`config.mk`:
```
export PLATFORM = sky130hd
export DESIGN_NAME = decoder_row_scanner_flat
export DESIGN_NICKNAME = d
export VERILOG_FILES = /design/src/rtl/decoder_row_scanner_pkg.sv /design/src/rtl/decoder_row_scanner_if.sv /design/src/rtl/decoder_row_scanner_onehot.sv /design/src/rtl/decoder_row_scanner.sv /design/src/flat_wrapper.sv
export SDC_FILE = /design/constraint.sdc
export NUM_CORES = 1
export LEC_CHECK = 0
export ABC_CLOCK_PERIOD_IN_PS = 2500
export CAP_MARGIN = 20
export CELL_PAD_IN_SITES_DETAIL_PLACEMENT = 1
export CELL_PAD_IN_SITES_GLOBAL_PLACEMENT = 2
export CORE_MARGIN = 10
export CORE_UTILIZATION = 32
export DETAILED_ROUTE_END_ITERATION = 6
export GPL_TIMING_DRIVEN = 0
export PLACE_DENSITY = 0.86
export SETUP_SLACK_MARGIN = 0.2
export SKIP_CTS_REPAIR_TIMING = 1
export SLEW_MARGIN = 20
export SYNTH_ARGS = -nofsm -noshare
export SYNTH_HDL_FRONTEND = slang
export SYNTH_SLANG_ARGS = --single-unit
```
`constraint.sdc`:
```
create_clock -name clk -period 2.5 [get_ports clk]
set_clock_uncertainty 0.1 [all_clocks]
set_input_delay 0.25 -clock clk [delete_from_list [all_inputs] [get_ports clk]]
set_output_delay 0.25 -clock clk [all_outputs]
set_load 0.01 [all_outputs]
```
`src/rtl/decoder_row_scanner_pkg.sv`:
```
// Shared types and helpers for the row-scan decoder: scan states and row-index clamping.
package decoder_pkg;

    typedef enum logic [1:0] {
        S_IDLE   = 2'd0,
        S_ACTIVE = 2'd1,
        S_BLANK  = 2'd2
    } scan_state_t;

    // Manual selections past the last scanned row pin to the last row.
    function automatic int clamp_row(input int v, input int rows);
        return (v >= rows) ? rows - 1 : v;
    endfunction

    function automatic int max3(input int a, input int b, input int c);
        int m;
        m = (a > b) ? a : b;
        return (m > c) ? m : c;
    endfunction

endpackage

```
`src/rtl/decoder_row_scanner_if.sv`:
```
// Control and row-drive bundle between the frame logic / row pins and the scanner.
interface decoder_row_scanner_if #(
    parameter int N = 3
);
    logic              ena;
    logic              mode;
    logic [N-1:0]      sel;
    logic [2**N-1:0]   out;
    logic [N-1:0]      idx;
    logic              row_start;
    logic              frame_done;

    modport master (
        output ena, mode, sel,
        input  out, idx, row_start, frame_done
    );

    modport slave (
        input  ena, mode, sel,
        output out, idx, row_start, frame_done
    );
endinterface

```
`src/rtl/decoder_row_scanner_onehot.sv`:
```
// Combinational N-to-2^N one-hot decoder with an enable; all bits low when disabled.
module decoder_n_to_onehot #(
    parameter int N = 3
) (
    input  logic              ena,
    input  logic [N-1:0]      in,
    output logic [2**N-1:0]   out
);
    for (genvar gi = 0; gi < 2**N; gi++) begin : g_bit
        assign out[gi] = ena && (in == N'(gi));
    end
endmodule

```
`src/rtl/decoder_row_scanner.sv`:
```
// Registered one-hot row driver with auto/manual row-scan sequencing and inter-row blanking.
module decoder_row_scanner
    import decoder_pkg::*;
#(
    parameter int N              = 3,
    parameter int ROWS           = 8,
    parameter int DWELL          = 1000,
    parameter int BLANK          = 4,
    parameter int OUT_ACTIVE_LOW = 0
) (
    input  logic                  clk,
    input  logic                  rst_n,
    decoder_row_scanner_if.slave  bus
);
    localparam int OUT_W = 2**N;
    localparam int CNT_W = $clog2(max3(DWELL, BLANK, 2));
    localparam logic [OUT_W-1:0] OFF_PATTERN =
        (OUT_ACTIVE_LOW != 0) ? {OUT_W{1'b1}} : {OUT_W{1'b0}};
    localparam logic [CNT_W-1:0] DWELL_LAST = CNT_W'(DWELL - 1);
    localparam logic [CNT_W-1:0] BLANK_LAST = CNT_W'((BLANK > 0) ? BLANK - 1 : 0);
    localparam logic [N-1:0]     LAST_ROW   = N'(ROWS - 1);

    scan_state_t       r_state;
    logic [CNT_W-1:0]  r_cnt;
    logic [N-1:0]      r_idx;
    logic [OUT_W-1:0]  r_out;
    logic              r_row_start;
    logic              r_frame_done;

    scan_state_t       w_state_next;
    logic [CNT_W-1:0]  w_cnt_next;
    logic [N-1:0]      w_idx_next;
    logic              w_row_start_next;
    logic              w_frame_done_next;
    logic [N-1:0]      w_manual_idx;
    logic [N-1:0]      w_adv_idx;
    logic              w_adv_frame;
    logic              w_drive;
    logic [OUT_W-1:0]  w_onehot;

    // Next-row rule, applied only when a new row visit begins.
    always_comb begin
        w_manual_idx = N'(clamp_row(int'(bus.sel), ROWS));
        w_adv_frame  = 1'b0;
        if (bus.mode) begin
            w_adv_idx = w_manual_idx;
        end else if (r_idx == LAST_ROW) begin
            w_adv_idx   = '0;
            w_adv_frame = 1'b1;
        end else begin
            w_adv_idx = r_idx + N'(1);
        end
    end

    always_comb begin
        w_state_next      = r_state;
        w_cnt_next        = r_cnt + CNT_W'(1);
        w_idx_next        = r_idx;
        w_row_start_next  = 1'b0;
        w_frame_done_next = 1'b0;
        if (!bus.ena) begin
            w_state_next = S_IDLE;
            w_cnt_next   = '0;
            w_idx_next   = '0;
        end else begin
            case (r_state)
                S_IDLE: begin
                    w_state_next     = S_ACTIVE;
                    w_cnt_next       = '0;
                    w_idx_next       = bus.mode ? w_manual_idx : '0;
                    w_row_start_next = 1'b1;
                end
                S_ACTIVE: begin
                    if (r_cnt == DWELL_LAST) begin
                        w_cnt_next = '0;
                        if (BLANK > 0) begin
                            w_state_next = S_BLANK;
                        end else begin
                            w_idx_next        = w_adv_idx;
                            w_row_start_next  = 1'b1;
                            w_frame_done_next = w_adv_frame;
                        end
                    end
                end
                S_BLANK: begin
                    if (r_cnt == BLANK_LAST) begin
                        w_state_next      = S_ACTIVE;
                        w_cnt_next        = '0;
                        w_idx_next        = w_adv_idx;
                        w_row_start_next  = 1'b1;
                        w_frame_done_next = w_adv_frame;
                    end
                end
                default: begin
                    w_state_next = S_IDLE;
                    w_cnt_next   = '0;
                    w_idx_next   = '0;
                end
            endcase
        end
    end

    assign w_drive = (w_state_next == S_ACTIVE);

    // Decode from the next-state index so out lines up with idx in the same cycle.
    decoder_n_to_onehot #(.N(N)) u_dec (
        .ena (w_drive),
        .in  (w_idx_next),
        .out (w_onehot)
    );

    always_ff @(posedge clk) begin
        if (!rst_n) begin
            r_state      <= S_IDLE;
            r_cnt        <= '0;
            r_idx        <= '0;
            r_out        <= OFF_PATTERN;
            r_row_start  <= 1'b0;
            r_frame_done <= 1'b0;
        end else begin
            r_state      <= w_state_next;
            r_cnt        <= w_cnt_next;
            r_idx        <= w_idx_next;
            r_out        <= w_onehot ^ OFF_PATTERN;
            r_row_start  <= w_row_start_next;
            r_frame_done <= w_frame_done_next;
        end
    end

    assign bus.out        = r_out;
    assign bus.idx        = r_idx;
    assign bus.row_start  = r_row_start;
    assign bus.frame_done = r_frame_done;

endmodule

```
`src/flat_wrapper.sv`:
```
// flat-port wrapper written by rule: the top's interface ports become plain ports
module decoder_row_scanner_flat import decoder_pkg::*;
#(
    parameter int N              = 3,
    parameter int ROWS           = 8,
    parameter int DWELL          = 1000,
    parameter int BLANK          = 4,
    parameter int OUT_ACTIVE_LOW = 0
)
  (clk, rst_n, bus_ena, bus_mode, bus_sel, bus_out, bus_idx, bus_row_start, bus_frame_done);
  decoder_row_scanner_if #(.N(N)) bus_i ();
  input  logic clk;
  input  logic rst_n;
  input wire logic [$bits(bus_i.ena)-1:0] bus_ena;
  input wire logic [$bits(bus_i.mode)-1:0] bus_mode;
  input wire logic [$bits(bus_i.sel)-1:0] bus_sel;
  output wire logic [$bits(bus_i.out)-1:0] bus_out;
  output wire logic [$bits(bus_i.idx)-1:0] bus_idx;
  output wire logic [$bits(bus_i.row_start)-1:0] bus_row_start;
  output wire logic [$bits(bus_i.frame_done)-1:0] bus_frame_done;
  assign bus_i.ena = bus_ena;
  assign bus_i.mode = bus_mode;
  assign bus_i.sel = bus_sel;
  assign bus_out = bus_i.out;
  assign bus_idx = bus_i.idx;
  assign bus_row_start = bus_i.row_start;
  assign bus_frame_done = bus_i.frame_done;
  decoder_row_scanner #(.N(N), .ROWS(ROWS), .DWELL(DWELL), .BLANK(BLANK), .OUT_ACTIVE_LOW(OUT_ACTIVE_LOW)) u_core (.clk(clk), .rst_n(rst_n), .bus(bus_i));
endmodule
```
==> results.md <==
* Final Setup Violations at 0
* Reg-to-reg slack, setup at ~340 ps
* Top post-synthesis cells by area: dfxtp_1 (41%), ha_1 (7.1%), nor2_1 (6.7%)
* Psw at about 170 uW
* Via count at around 1100
* DP Wirelength at around 2400 microns
* Post-Layout Cell Count at just under 200
* Final hold vios at 0
* Area of the core at ~0.0037 sq mm
* Layout cell share with drive strength beyond 1 at roughly 15%
* Multi-input logic area at a little over 700 sq um
* Die ar. at 0.00673 sq mm
* Clock Power Share at between 30 and 40%
* Sink Count at 25
* Power per cell area at roughly 470 mW/mm^2
* Crit path max fanout at 10
* Clock latency on the worst-skew pair at about 270 ps
* Maxcap violations at 0
* Worst Reg-to-Reg Cells at 6
* Share of the synthesized area in the top cell type at 40.6%
* Post-synthesis cell count at about 130
* Final setup margin at 337 ps
* Unique masters post-synth at 43
* Root Buffer: clkbuf_8
* Status: finished, final reports clean
* WS Path Type: flop to flop
* Final Power at 719 uW
* Vias in the first global route at 1061
* Crit path to: u_core.r_cnt[7]$_SDFF_PN0_
* Fin Hold WS at 274 ps
* Global-route wire length before repair at about 5100 microns
* CTS Buf Count at 3
* CP startpoint kind: flop
* Post-synth EDFFs at 0
* FP Rows at 22
* Number of nets in the layout at 166
* Port Buffer Count at 18
* Placed Cells at 195
* Sequential cell area fraction in the yosys report at between 40% and 50%
* Post-route DRC at 0
* Yosys Warn Count at 0
* Global route total overflow at 0
* Via/cell ratio at approximately 5.4
* Async set or reset register ratio after synthesis at 0%
* Pleak at between 0.5 and 0.6 nW
* Die height at 82.1 microns
* N_diodes at 0
* Syn Nets at around 140
* Placer congestion estimate at 0.773
* CP Data Required Time at 2550 ps
* Seq cells post-synth at 25
* Post-layout util at about two fifths
* RSZ-0062 raised after global routing: yes
* Reg clk slew, reported paths at about 90 ps
* Max Root-Sink Buffers at 2
* Sequential Area at 500 sq um
* Pre-antenna DRT Iters at 4
* Worst Setup SP: u_core.r_cnt[0]$_SDFF_PN0_
* DR iter-0 viols at 92
* Switching Share at 23.7%
* Slew HR at roughly two thirds
* Fillers at about 430
* Top-count cell post-synth: dfxtp_1
* Fmax at roughly 460 MHz
* Hold crit path type: primary input to flop
* GRT Total Usage at about a tenth
* Tcrit/Tclk final at between 80% and 90%
* Antenna viol nets, final at 0
* Largest net degree at the start of global routing at 15
* Seq pwr share at 56.7%
* CP Capture Type: flop
* Fin area at 0.00153 sq mm
* Actual slew at the worst max-slew pin at 472 ps
* Layout area overhead at 24.2%
* Int Pwr at approximately 550 uW
* Placed inst area at ~0.0015 sq mm
* Synth Flop Type: dfxtp_1
* Fin. max-slew vios at 0
* VDD IR max at approximately 0.16 mV
* Area of the mapped netlist at about 0.0012 sq mm
* Minimum clock period at 2160 ps
* Num ports at 20
* Setup_tns at 0 ps
* WL per Instance at ~15 microns
* Leading cell types by count after synthesis: dfxtp_1 (25), nor2_1 (22), ha_1 (7)
* Post-placement setup slack at ~300 ps
* Post-synth top area cell: dfxtp_1
* TritonCTS clock tree: yes
* Logic pwr share at 10.0%
* R2R Path Start: u_core.r_cnt[0]$_SDFF_PN0_
* Initial Util at between 30% and 40%
* Routed WL at slightly above 3000 microns
* Synth Area per Inst at 9.55 sq um
* Number of H-tree levels at 1
* Antenna violations before repair at 0
* Reg-to-Reg End: u_core.r_cnt[7]$_SDFF_PN0_
* WP data arrival at 2220 ps
* Die X at 82.1 microns
[kinds of logic after synthesis]
logic type | Yosys count | synth area share [%]
buffers and inverters | 6 | 2.03
flip-flops | 25 | 40.6
AND/OR/NAND/NOR | 59 | 29.5
XOR/XNOR | 8 | 5.69
adder cells (fa/ha/maj) | 7 | 7.11
multiplexers | 2 | 1.62
AO/OA/AOI/OAI | 22 | 13.4
[critical path: stages, from the launching register on]
cell and delay (ps):
dfxtp_1 380, ha_1 260, or3b_2 500, o31ai_2 350, o21ai_1 130, nand4_2 240, nor2_1 90
[layout by cell type (no fill, tap or decap), drive strengths merged]
cell type	n
dfxtp	25
nor2	22
clkdlybuf4s50	18
ha	7
nand3	7
nand2	5
xnor2	5
nor3	5
inv	4
a21oi	4
a31oi	4
and3	4
xor2	3
clkbuf	3
nand2b	3
nand4	3
buf	2
mux2i	2
a32oi	2
nor4	2
o31ai	2
o21ai	2
nor3b	1
and2b	1
a32o	1
nand4b	1
a221oi	1
or3b	1
o22ai	1
nand3b	1
or3	1
a211oi	1
a41o	1
o21a	1
and4	1
o31a	1
nor2b	1
a21boi	1
clkinv	1
[cell type report]
cell class | instances | area share [%]
multi-input combinational | 98 | 46.9
sequential | 25 | 32.7
timing repair buffer | 18 | 11.8
tap | 48 | 3.92
clock buffer | 3 | 2.70
inverter | 4 | 0.981
buffer | 2 | 0.654
clock inverter | 1 | 0.327
[state kept, by name (all words and copies together), names as in the netlist]
name	cells
u_core.bus.idx	3
u_core.bus.frame_done	1
u_core.r_state	2
u_core.bus.row_start	1
u_core.r_cnt	10
u_core.bus.out	8
[how the worst min path moves through the flow]
stage | startpoint | end | slack (ps) | cells after the start
global route | bus_mode | u_core.bus.frame_done$_SDFF_PP0_ | 290 | 3
finish | bus_mode | u_core.bus.frame_done$_SDFF_PP0_ | 270 | 3
global placement | u_core.r_cnt[0]$_SDFF_PN0_ | u_core.r_cnt[0]$_SDFF_PN0_ | 340 | 1
CTS | bus_mode | u_core.bus.frame_done$_SDFF_PP0_ | 280 | 3
detailed placement | u_core.r_cnt[0]$_SDFF_PN0_ | u_core.r_cnt[0]$_SDFF_PN0_ | 350 | 1
floorplan | rst_n | u_core.bus.idx[2]$_SDFF_PN0_ | 280 | 1
[layer usage]
metal,track usage [%],vias to the layer above,routed length [microns]
met5,0,-,0
met4,3.57,0,40
met3,2.29,4,221
met2,17.0,27,1520
met1,10.8,522,1260
li1,-,514,-
[power groups by stage]
| stage | clock, mW | combinational (mW) | sequential, mW |
|---|---|---|---|
| 3_5_place_dp | 0 | 0.0710 | 0.417 |
| 2_1_floorplan | 0 | 0.0396 | 0.418 |
| 5_1_grt | 0.266 | 0.0787 | 0.408 |
| 6_report | 0.239 | 0.0721 | 0.407 |
| 4_1_cts | 0.248 | 0.0721 | 0.407 |
| 3_3_place_gp | 0 | 0.0703 | 0.416 |
Power figures use the tool's default switching activity.
